$ cat config.mk
export PLATFORM = sky130hd
export DESIGN_NAME = scr1_timer_mc_flat
export DESIGN_NICKNAME = d
export VERILOG_FILES = /design/src/rtl/scr1_timer_mc_if.sv /design/src/rtl/scr1_timer_mc.sv /design/src/flat_wrapper.sv
export SDC_FILE = /design/constraint.sdc
export NUM_CORES = 2
export LEC_CHECK = 0
export CAP_MARGIN = 15
export CORE_ASPECT_RATIO = 1.4
export CORE_MARGIN = 2
export CORE_UTILIZATION = 60
export DETAILED_ROUTE_END_ITERATION = 16
export DONT_BUFFER_PORTS = 1
export PLACE_DENSITY = 0.76
export SLEW_MARGIN = 20
export SYNTH_ARGS = -nofsm -noshare
export SYNTH_HDL_FRONTEND = slang
export SYNTH_SLANG_ARGS = --single-unit
$ cat constraint.sdc
create_clock -name clk -period 23.6 [get_ports clk]
set_input_delay 5.9 -clock clk [delete_from_list [all_inputs] [get_ports clk]]
set_output_delay 5.9 -clock clk [all_outputs]
set_load 0.1 [all_outputs]
$ cat src/rtl/scr1_timer_mc_if.sv
// rtl/scr1_timer_mc_if.sv - dmem bus types and interface for the multi-channel machine timer
`ifndef SCR1_DMEM_AWIDTH
`define SCR1_DMEM_AWIDTH 32
`endif
`ifndef SCR1_DMEM_DWIDTH
`define SCR1_DMEM_DWIDTH 32
`endif

package scr1_timer_mc_pkg;
   typedef enum logic {
      SCR1_MEM_CMD_RD = 1'b0,
      SCR1_MEM_CMD_WR = 1'b1
   } type_scr1_mem_cmd_e;

   typedef enum logic [1:0] {
      SCR1_MEM_WIDTH_BYTE  = 2'b00,
      SCR1_MEM_WIDTH_HWORD = 2'b01,
      SCR1_MEM_WIDTH_WORD  = 2'b10,
      SCR1_MEM_WIDTH_ERROR = 2'b11
   } type_scr1_mem_width_e;

   typedef enum logic [1:0] {
      SCR1_MEM_RESP_NOTRDY = 2'b00,
      SCR1_MEM_RESP_RDY_OK = 2'b01,
      SCR1_MEM_RESP_RDY_ER = 2'b10
   } type_scr1_mem_resp_e;
endpackage

interface scr1_timer_mc_if;
   import scr1_timer_mc_pkg::*;

   logic                          req;
   type_scr1_mem_cmd_e            cmd;
   type_scr1_mem_width_e          width;
   logic [`SCR1_DMEM_AWIDTH-1:0]  addr;
   logic [`SCR1_DMEM_DWIDTH-1:0]  wdata;
   logic                          req_ack;
   logic [`SCR1_DMEM_DWIDTH-1:0]  rdata;
   type_scr1_mem_resp_e           resp;

   modport master (output req, cmd, width, addr, wdata, input req_ack, rdata, resp);
   modport slave  (input req, cmd, width, addr, wdata, output req_ack, rdata, resp);
endinterface

$ cat src/rtl/scr1_timer_mc.sv
// rtl/scr1_timer_mc.sv - 64-bit mtime with prescaler and N_CH one-shot/periodic compare channels
`ifndef SCR1_DMEM_AWIDTH
`define SCR1_DMEM_AWIDTH 32
`endif
`ifndef SCR1_DMEM_DWIDTH
`define SCR1_DMEM_DWIDTH 32
`endif

module scr1_timer_mc
   import scr1_timer_mc_pkg::*;
#(
   parameter int N_CH      = 4,
   parameter int DIV_WIDTH = 16
) (
   input  logic             clk,
   input  logic             rst,
   input  logic             ext_tick_i,
   scr1_timer_mc_if.slave   dmem,
   output logic [63:0]      timer_val_o,
   output logic [N_CH-1:0]  irq_vec_o,
   output logic             timer_irq_o
);

   localparam logic [7:0] OFF_CONTROL = 8'h00;
   localparam logic [7:0] OFF_DIVIDER = 8'h04;
   localparam logic [7:0] OFF_MTIMELO = 8'h08;
   localparam logic [7:0] OFF_MTIMEHI = 8'h0C;
   localparam logic [7:0] OFF_PEND    = 8'h10;
   localparam logic [7:0] OFF_IRQEN   = 8'h14;

   logic                  en_q, en_d, clksrc_q, clksrc_d;
   logic [DIV_WIDTH-1:0]  div_q, div_d, cnt_q, cnt_d;
   logic [63:0]           mtime_q, mtime_d, mtime_inc;
   logic [N_CH-1:0]       pend_q, pend_d, irqen_q, irqen_d;
   logic [63:0]           cmp_q [N_CH];
   logic [63:0]           cmp_d [N_CH];
   logic [31:0]           period_q [N_CH];
   logic [31:0]           period_d [N_CH];
   logic [N_CH-1:0]       periodic_q, periodic_d, chen_q, chen_d, armed_q, armed_d;
   logic [2:0]            sync_q, sync_d;
   type_scr1_mem_resp_e   resp_q, resp_d;
   logic [31:0]           rdata_q, rdata_d;

   logic [7:0]            off;
   logic [3:0]            ch_idx;
   logic                  ch_area, mapped, acc_ok, wr_en, rd_en;
   logic [31:0]           wdata, rd_data;
   logic [N_CH-1:0]       ch_sel, cmplo_wr, cmphi_wr, period_wr, chctrl_wr, match, hit;
   logic                  ext_pulse, tick_en, tick_zero;
   logic                  unused_addr;

   assign off         = dmem.addr[7:0];
   assign wdata       = dmem.wdata;
   assign unused_addr = ^dmem.addr[`SCR1_DMEM_AWIDTH-1:8];

   // Channel k lives at 0x20+0x10*k; anything at or beyond N_CH is unmapped.
   assign ch_idx  = off[7:4] - 4'd2;
   assign ch_area = (off[7:4] >= 4'd2) && (int'(ch_idx) < N_CH);
   assign mapped  = ch_area || (off[7:4] == 4'h0) || (off == OFF_PEND) || (off == OFF_IRQEN);
   assign acc_ok  = dmem.req && (dmem.width == SCR1_MEM_WIDTH_WORD)
                    && (dmem.addr[1:0] == 2'b00) && mapped;
   assign wr_en   = acc_ok && (dmem.cmd == SCR1_MEM_CMD_WR);
   assign rd_en   = acc_ok && (dmem.cmd == SCR1_MEM_CMD_RD);

   always_comb begin
      ch_sel    = '0;
      cmplo_wr  = '0;
      cmphi_wr  = '0;
      period_wr = '0;
      chctrl_wr = '0;
      for (int k = 0; k < N_CH; k++) begin
         ch_sel[k]    = ch_area && (ch_idx == 4'(k));
         cmplo_wr[k]  = wr_en && ch_sel[k] && (off[3:2] == 2'd0);
         cmphi_wr[k]  = wr_en && ch_sel[k] && (off[3:2] == 2'd1);
         period_wr[k] = wr_en && ch_sel[k] && (off[3:2] == 2'd2);
         chctrl_wr[k] = wr_en && ch_sel[k] && (off[3:2] == 2'd3);
      end
   end

   always_comb begin
      rd_data = '0;
      case (off)
         OFF_CONTROL: rd_data[1:0] = {clksrc_q, en_q};
         OFF_DIVIDER: rd_data[DIV_WIDTH-1:0] = div_q;
         OFF_MTIMELO: rd_data = mtime_q[31:0];
         OFF_MTIMEHI: rd_data = mtime_q[63:32];
         OFF_PEND:    rd_data[N_CH-1:0] = pend_q;
         OFF_IRQEN:   rd_data[N_CH-1:0] = irqen_q;
         default:     ;
      endcase
      for (int k = 0; k < N_CH; k++) begin
         if (ch_sel[k]) begin
            case (off[3:2])
               2'd0:    rd_data = cmp_q[k][31:0];
               2'd1:    rd_data = cmp_q[k][63:32];
               2'd2:    rd_data = period_q[k];
               default: rd_data[1:0] = {chen_q[k], periodic_q[k]};
            endcase
         end
      end
   end

   always_comb begin
      // Oldest two synchronizer stages differ exactly once per ext_tick edge.
      ext_pulse = sync_q[2] ^ sync_q[1];
      tick_en   = en_q && (clksrc_q ? ext_pulse : 1'b1);
      tick_zero = tick_en && (cnt_q == '0);
      sync_d    = clksrc_q ? {sync_q[1:0], ext_tick_i} : 3'b000;

      en_d     = en_q;
      clksrc_d = clksrc_q;
      div_d    = div_q;
      irqen_d  = irqen_q;
      if (wr_en && (off == OFF_CONTROL)) begin
         en_d     = wdata[0];
         clksrc_d = wdata[1];
      end
      if (wr_en && (off == OFF_DIVIDER)) div_d = wdata[DIV_WIDTH-1:0];
      if (wr_en && (off == OFF_IRQEN))   irqen_d = wdata[N_CH-1:0];

      cnt_d = cnt_q;
      if (wr_en && (off == OFF_DIVIDER)) cnt_d = wdata[DIV_WIDTH-1:0];
      else if (tick_zero)                cnt_d = div_q;
      else if (tick_en)                  cnt_d = cnt_q - DIV_WIDTH'(1);

      mtime_inc = mtime_q + 64'(tick_zero);
      mtime_d   = mtime_inc;
      if (wr_en && (off == OFF_MTIMELO)) mtime_d[31:0]  = wdata;
      if (wr_en && (off == OFF_MTIMEHI)) mtime_d[63:32] = wdata;

      match      = '0;
      hit        = '0;
      periodic_d = periodic_q;
      chen_d     = chen_q;
      armed_d    = armed_q;
      for (int k = 0; k < N_CH; k++) begin
         cmp_d[k]    = cmp_q[k];
         period_d[k] = period_q[k];
         match[k]    = chen_q[k] && armed_q[k] && (mtime_q >= cmp_q[k]);
         // A software compare/control write in the match cycle takes precedence.
         hit[k]      = match[k] && !(cmplo_wr[k] || cmphi_wr[k] || chctrl_wr[k]);
         if (hit[k]) begin
            if (periodic_q[k] && (period_q[k] != '0)) cmp_d[k] = cmp_q[k] + {32'd0, period_q[k]};
            else                                      armed_d[k] = 1'b0;
         end
         if (cmplo_wr[k]) begin
            cmp_d[k][31:0] = wdata;
            armed_d[k]     = 1'b1;
         end
         if (cmphi_wr[k]) begin
            cmp_d[k][63:32] = wdata;
            armed_d[k]      = 1'b1;
         end
         if (period_wr[k]) period_d[k] = wdata;
         if (chctrl_wr[k]) begin
            periodic_d[k] = wdata[0];
            chen_d[k]     = wdata[1];
            armed_d[k]    = 1'b1;
         end
      end

      pend_d = pend_q;
      if (wr_en && (off == OFF_PEND)) pend_d = pend_q & ~wdata[N_CH-1:0];
      pend_d = pend_d | hit;

      resp_d  = SCR1_MEM_RESP_NOTRDY;
      rdata_d = '0;
      if (dmem.req) begin
         resp_d  = acc_ok ? SCR1_MEM_RESP_RDY_OK : SCR1_MEM_RESP_RDY_ER;
         rdata_d = rd_en ? rd_data : rdata_q;
      end
   end

   always_ff @(posedge clk or posedge rst) begin
      if (rst) begin
         en_q       <= 1'b1;
         clksrc_q   <= 1'b0;
         div_q      <= '0;
         cnt_q      <= '0;
         mtime_q    <= '0;
         pend_q     <= '0;
         irqen_q    <= '0;
         periodic_q <= '0;
         chen_q     <= '0;
         armed_q    <= '1;
         sync_q     <= '0;
         resp_q     <= SCR1_MEM_RESP_NOTRDY;
         rdata_q    <= '0;
         for (int k = 0; k < N_CH; k++) begin
            cmp_q[k]    <= '1;
            period_q[k] <= '0;
         end
      end else begin
         en_q       <= en_d;
         clksrc_q   <= clksrc_d;
         div_q      <= div_d;
         cnt_q      <= cnt_d;
         mtime_q    <= mtime_d;
         pend_q     <= pend_d;
         irqen_q    <= irqen_d;
         periodic_q <= periodic_d;
         chen_q     <= chen_d;
         armed_q    <= armed_d;
         sync_q     <= sync_d;
         resp_q     <= resp_d;
         rdata_q    <= rdata_d;
         for (int k = 0; k < N_CH; k++) begin
            cmp_q[k]    <= cmp_d[k];
            period_q[k] <= period_d[k];
         end
      end
   end

   assign dmem.req_ack = 1'b1;
   assign dmem.rdata   = rdata_q;
   assign dmem.resp    = resp_q;
   assign timer_val_o  = mtime_q;
   assign irq_vec_o    = pend_q & irqen_q;
   assign timer_irq_o  = |irq_vec_o;

endmodule

$ cat src/flat_wrapper.sv
// flat-port wrapper written by rule: the top's interface ports become plain ports
module scr1_timer_mc_flat import scr1_timer_mc_pkg::*;
#(
   parameter int N_CH      = 4,
   parameter int DIV_WIDTH = 16
)
  (clk, rst, ext_tick_i, timer_val_o, irq_vec_o, timer_irq_o, dmem_req, dmem_cmd, dmem_width, dmem_addr, dmem_wdata, dmem_req_ack, dmem_rdata, dmem_resp);
  scr1_timer_mc_if dmem_i ();
  input  logic clk;
  input  logic rst;
  input  logic ext_tick_i;
  output logic [63:0] timer_val_o;
  output logic [N_CH-1:0] irq_vec_o;
  output logic timer_irq_o;
  input wire logic [$bits(dmem_i.req)-1:0] dmem_req;
  input wire logic [$bits(dmem_i.cmd)-1:0] dmem_cmd;
  input wire logic [$bits(dmem_i.width)-1:0] dmem_width;
  input wire logic [$bits(dmem_i.addr)-1:0] dmem_addr;
  input wire logic [$bits(dmem_i.wdata)-1:0] dmem_wdata;
  output wire logic [$bits(dmem_i.req_ack)-1:0] dmem_req_ack;
  output wire logic [$bits(dmem_i.rdata)-1:0] dmem_rdata;
  output wire logic [$bits(dmem_i.resp)-1:0] dmem_resp;
  assign dmem_i.req = dmem_req;
  assign dmem_i.cmd = dmem_cmd;
  assign dmem_i.width = dmem_width;
  assign dmem_i.addr = dmem_addr;
  assign dmem_i.wdata = dmem_wdata;
  assign dmem_req_ack = dmem_i.req_ack;
  assign dmem_rdata = dmem_i.rdata;
  assign dmem_resp = dmem_i.resp;
  scr1_timer_mc #(.N_CH(N_CH), .DIV_WIDTH(DIV_WIDTH)) u_core (.clk(clk), .rst(rst), .ext_tick_i(ext_tick_i), .dmem(dmem_i), .timer_val_o(timer_val_o), .irq_vec_o(irq_vec_o), .timer_irq_o(timer_irq_o));
endmodule
Yosys cells after proc, flatten, opt, wreduce, memory -nomap -nowiden
Cells that the tools add are included.
- $add $sub $neg: 7
- order comparisons: 6
- equal/unequal tests: 17
- multiplexer cells: 64
- bitwise logic cells: 6
- reductions and logical operators: 113
- operators by type and width (kind ; count):
    32-bit 2-to-1 mux ; 16
    64-bit 2-to-1 mux ; 8
    30-bit case mux with 3 select lines ; 4
    64-bit by 32-bit adder with 64-bit output ; 4
    64-bit greater-or-equal comparator ; 4
    32-bit nonzero test ; 4
    64-bit by 1-bit adder with 64-bit output ; 1
    1-bit logical AND ; 54
    16-bit 2-to-1 mux ; 3
    12-bit case mux with 3 select lines ; 1
    16-bit case mux with 2 select lines ; 1
    2-bit nonzero test ; 16
    2-bit case mux with 3 select lines ; 4
    2-bit AND reduction ; 12
    1-bit 2-to-1 mux ; 21
    8-bit by 4-bit equality test with 1-bit output, second input constant ; 2
    8-bit by 5-bit equality test with 1-bit output, second input constant ; 2
    16-bit logical NOT ; 1
    4-bit by 1-bit inequality test with 1-bit output, second input constant ; 4
    4-bit nonzero test ; 4
    16-bit by 1-bit subtractor with 16-bit output, second input constant ; 1
    2-bit case mux with 6 select lines ; 1
    1-bit logical OR ; 11
    2-bit case mux with 5 select lines ; 1
    other kinds (23) ; 33
- flip-flop bits (word level): 539
- bits of input ports: 71
- output and inout bits: 104
- word-level logic and storage cells: 247

Logic depth before layout (Yosys ltp)
- depth in word-level cells: 18
- mapped depth: 18
- mapped depth without buffers: 17

Worst setup path after synthesis
OpenSTA, ideal clock, no wires.
- kind: input to register
- from: input port dmem_addr[5]
- to: register u_core.cmp_q[87] (netlist name)
- library setup time: 0.085 ns
- data arrival time: 8.636 ns
- data required time: 23.515 ns
- path slack: 14.878 ns
- stages: 14
- buffers on the path: 3
- path through: buf_2 -> inv_1 -> ha_1 -> xnor2_1 -> nand2_1 -> nor4_4 -> a21oi_1 -> o211a_1 -> o21ai_1 -> and2_1 -> buf_2 -> buf_2 -> nand2_1 -> o221ai_1
- longest elaborated chain between the ends: 16
- elaborated cells between the ends (all ways): 26
- classes of those cells: add/sub (1); order compare (2); eq/ne (3); mux (1); reduce/logical (19)
- ends and longest elaborated chain (element ; line ; RTL):
    start, declared ; flat_wrapper.sv:18 ; input wire logic [$bits(dmem_i.addr)-1:0] dmem_addr;
    4-bit by 2-bit subtractor with 4-bit output ; scr1_timer_mc.sv:57 ; assign ch_idx = off[7:4] - 4'd2;
    4-bit by 3-bit < comparator with 1-bit output ; scr1_timer_mc.sv:58 ; assign ch_area = (off[7:4] >= 4'd2) && (int'(ch_idx) < N_CH);
    1-bit logical AND ; scr1_timer_mc.sv:58 ;
    1-bit logical OR (3 in a row) ; scr1_timer_mc.sv:59 ; assign mapped = ch_area || (off[7:4] == 4'h0) || (off == OFF_PEND) || (off == OFF_IRQEN);
    1-bit logical AND ; scr1_timer_mc.sv:61 ; && (dmem.addr[1:0] == 2'b00) && mapped;
    1-bit logical AND ; scr1_timer_mc.sv:62 ; assign wr_en = acc_ok && (dmem.cmd == SCR1_MEM_CMD_WR);
    1-bit logical AND (*) ; scr1_timer_mc.sv:73, scr1_timer_mc.sv:74, scr1_timer_mc.sv:76 ;
    1-bit logical AND, on equally long branches ; scr1_timer_mc.sv:73, scr1_timer_mc.sv:74 ;
    1-bit logical OR (2 in a row) ; scr1_timer_mc.sv:141 ; hit[k] = match[k] && !(cmplo_wr[k] || cmphi_wr[k] || chctrl_wr[k]);
    1-bit logical NOT ; scr1_timer_mc.sv:141 ;
    1-bit logical AND ; scr1_timer_mc.sv:141 ;
    2-bit nonzero test (no source line) ; -- ;
    2-bit AND reduction (no source line) ; -- ;
    end signal, assigned by index ; scr1_timer_mc.sv:208 ; cmp_q[k] <= cmp_d[k];
    end, declared ; scr1_timer_mc.sv:35 ; logic [63:0] cmp_q [N_CH];
Mark *: on every way between the ends. The rest lies on a longest branch, timed or not.
A chain may end at the register's enable or synchronous reset.

Worst setup path in the final report
- from: input port dmem_addr[1]
- to: register u_core.cmp_q[213] (netlist name)
- longest elaborated chain between the ends: 13
- elaborated cells between the ends (all ways): 20
- classes of those cells: eq/ne (2); mux (1); reduce/logical (17)
- ends and longest elaborated chain (element ; line):
    8-bit by 5-bit equality test with 1-bit output ; scr1_timer_mc.sv:59
    1-bit logical OR (2 in a row) ; scr1_timer_mc.sv:59
    1-bit logical AND (*) ; scr1_timer_mc.sv:61
    1-bit logical AND (*) ; scr1_timer_mc.sv:62
    1-bit logical AND (*) ; scr1_timer_mc.sv:73, scr1_timer_mc.sv:74, scr1_timer_mc.sv:76
    1-bit logical AND, on equally long branches ; scr1_timer_mc.sv:73, scr1_timer_mc.sv:74
    1-bit logical OR (2 in a row) ; scr1_timer_mc.sv:141
    1-bit logical NOT ; scr1_timer_mc.sv:141
    1-bit logical AND ; scr1_timer_mc.sv:141
    2-bit nonzero test (no source line) ; --
    2-bit AND reduction (no source line) ; --
Marked as above.

==> flow_metrics.env <==
export IMPL_status="completed"
export IMPL_regToRegSetupSlack_ps=17550
export IMPL_period_needed_ps=9220
export IMPL_routed_via_density=7.32
export IMPL_crit_start="dmem_addr[1]"
export IMPL_max_freq_mhz=109
export IMPL_grt_setup_unrepaired="false"
export IMPL_place_hpwl_um=135000
export IMPL_totalWireLength_um=187000
export IMPL_grtUsageTotal=0.500
export IMPL_synth_seq_cells=539
export IMPL_combPwrFrac=0.058
export IMPL_yosys_cell_types_count=90
export IMPL_clk_insertion_delay_late_ps=700
export IMPL_stdcell_area_um2=46300
export IMPL_synth_top_area_share=0.162
export IMPL_drt_pass1_iter_count=8
export IMPL_gp_congestion=1.05
export IMPL_cp_start_kind="input pin"
export IMPL_ys_top_cells_by_area="dfrtp_1 16%, dfstp_2 16%, ha_1 11%, a21oi_1 5.1%, o21ai_0 4.5%"
export IMPL_numPortBuffers=0
export IMPL_placed_area_um2=44200
export IMPL_synth_edf_count=0
export IMPL_cts_htree_levels=2
export IMPL_ctsHoldBuffers=0
export IMPL_synth_cells=5088
export IMPL_cts_num_sinks=539
export IMPL_async_reset_ff_frac=1.00
export IMPL_cp_max_fo=47
export IMPL_arrival_ps=9790
export IMPL_synth_warnings=0
export IMPL_clk_path_buf_depth=3
export IMPL_path_class="in -> reg"
export IMPL_start_util=0.604
export IMPL_power_leakage_nw=20.4
export IMPL_max_slew_worst_pin_slew_ps=1350
export IMPL_cts_resized=0
export IMPL_reg2reg_from="u_core.timer_val_o[0]"
export IMPL_numCtsBuffers=57
export IMPL_nNetsFinal=5473
export IMPL_maxSlewViolCount=0
export IMPL_synth_top_flop_cell="dfrtp_1"
export IMPL_wl_per_cell_um=31.2
export IMPL_design_core_area_um2=71100
export IMPL_path_clk_slew_ps=60
export IMPL_yosys_area_share_simple=0.167
export IMPL_num_rows=116
export IMPL_grt_max_degree=178
export IMPL_cts_root_buffer="clkbuf_16"
export IMPL_end_kind="register"
export IMPL_period_share=0.390
export IMPL_internal_power_mw=1.56
export IMPL_max_slew_margin=0.0916
export IMPL_ir_drop_uv=60.0
export IMPL_skew_ps=21.3
export IMPL_yosysTopAreaCell="dfrtp_1"
export IMPL_grt_pass1_wl_um=272000
export IMPL_die_area_um2=73800
export IMPL_synth_net_count=5552
export IMPL_fp_dieW_um=230
export IMPL_syn_cell_area_um2=42900
export IMPL_area_delta_synth_final_pct=7.84
export IMPL_cts_tree="yes"
export IMPL_synthTopCellsByCount="509 x nand2_1, 441 x a21oi_1, 389 x ha_1"
export IMPL_finalSetupViolations=0
export IMPL_seqPwrFrac=0.450
export IMPL_muxShareOfSynthArea=0.0702
export IMPL_seq_area_frac_synth=0.322
export IMPL_synthAdderAreaFrac=0.115
export IMPL_postCtsSetupBuffers=0
export IMPL_finalHoldViolations=0
export IMPL_synthXorXnorAreaFrac=0.0375
export IMPL_grt_pass1_vias=42000
export IMPL_avgSynthCellArea_um2=8.44
export IMPL_setup_tns_final_ps=0
export IMPL_powerDensity_nw_per_um2=45.1
export IMPL_first_iter_violations=6135
export IMPL_die_y_um=321
export IMPL_synth_most_common_cell="nand2_1"
export IMPL_grt_ovfl_total=0
export IMPL_rr_endpoint="u_core.cmp_q[52]"
export IMPL_synth_top_family_by_area="compound AO/OA/AOI/OAI gates"
export IMPL_worst_hold_slack_ps=477
export IMPL_ant_nets=0
export IMPL_via_count=44000
export IMPL_io_pins=175
export IMPL_synth_compound_area_share=0.235
export IMPL_drive_gt1_frac=0.144
export IMPL_maxCapViolCount=0
export IMPL_min_path_type="reg -> reg"
export IMPL_antenna_found_initial=8
export IMPL_drcViolationCount=0
export IMPL_clock_power_share=0.493
export IMPL_worstPathRequired_ps=24170
export IMPL_cp_endpoint="u_core.cmp_q[213]"
export IMPL_r2r_worst_path_cells=12
export IMPL_switching_share=0.251
export IMPL_p_sw_mw=0.524
## state kept, by name, summed over array words and instances (netlist names)
register and flops:
u_core.cmp_q 256, u_core.period_q 128, u_core.timer_val_o 64, u_core.dmem.rdata 32, u_core.cnt_q 16, u_core.div_q 16
u_core.armed_q 4, u_core.chen_q 4, u_core.irqen_q 4, u_core.pend_q 4, u_core.periodic_q 4, u_core.sync_q 3
u_core.dmem.resp 2, u_core.clksrc_q 1, u_core.en_q 1
## cell usage in the layout, fill, tap and decap left out, types with 79 or more instances in the layout
cell / instances
nand2_1: 507
mux2_2: 150
nor2_1: 314
a21oi_1: 441
o21ai_0: 382
mux2i_1: 110
buf_4: 136
xnor2_1: 117
a21o_1: 114
nand4_1: 109
dfrtp_1: 268
a211oi_1: 79
nand3_1: 185
dfstp_2: 261
nor3_1: 88
ha_1: 389
inv_1: 331
o22ai_1: 102
## worst min path at each step
| stage | from | end | slack (ps) | cells after the start |
|---|---|---|---|---|
| global placement | u_core.sync_q[0] | u_core.sync_q[1] | 460 | 1 |
| CTS | u_core.sync_q[0] | u_core.sync_q[1] | 470 | 1 |
| detailed placement | u_core.sync_q[0] | u_core.sync_q[1] | 450 | 1 |
| finish | u_core.sync_q[0] | u_core.sync_q[1] | 480 | 1 |
| floorplan | u_core.sync_q[0] | u_core.sync_q[1] | 430 | 1 |
| global route | u_core.sync_q[0] | u_core.sync_q[1] | 480 | 1 |
## cell families after synthesis
kind of cell	after synthesis
mux	270
buf+inv	608
compound gates	1589
xor+xnor	184
other cells	1
fa+ha+maj	393
flops	539
simple gates	1504
## worst max-delay path, cell delays in order
cell and delay, ps:
nor4b_1 410, nand4_1 290, nor3_1 750, nand2_1 170
nand4_1 210, a211o_1 140, buf_4 540, nand2_1 830
o221ai_1 500
## stage by stage
step / utilization / total power, mW / std cells / setup WS [ps]
6_report: 0.651 / 2.09 / 6010 / 14380
5_1_grt: 0.651 / 2.12 / 6002 / 14250
2_1_floorplan: - / 1.04 / 5088 / 3070
3_3_place_gp: 0.621 / 1.07 / 5892 / 13980
3_5_place_dp: 0.621 / 1.07 / 5892 / 13930
4_1_cts: 0.650 / 2.08 / 6000 / 14610
## power groups by stage
stage          Combinational, mW  Clock, mW  Sequential (mW)
3_3_place_gp               0.114          0            0.954
4_1_cts                    0.115       1.02            0.939
3_5_place_dp               0.115          0            0.954
5_1_grt                    0.128       1.06            0.939
2_1_floorplan             0.0919          0            0.953
6_report                   0.120       1.03            0.939
## final cells by class
type	count	area (um^2)
diodes	8	20.0
clock inverters	30	424
clock buffers	78	1640
fillers	6076	24800
inverters	332	1250
multi-input cells	3941	26900
well taps	944	1180
flip-flops and latches	539	13800
repair buffers	138	1050
## metal layers
layer  vias up  global-route usage  wire length [um]
met5         -                   0                33
met4         4               0.476             22200
met3      1137               0.127             21200
met2      3117               0.772             82000
met1     21100               0.559             61900
li1      18700                   -                 -
No activity file was read; power rests on OpenSTA's default activity.
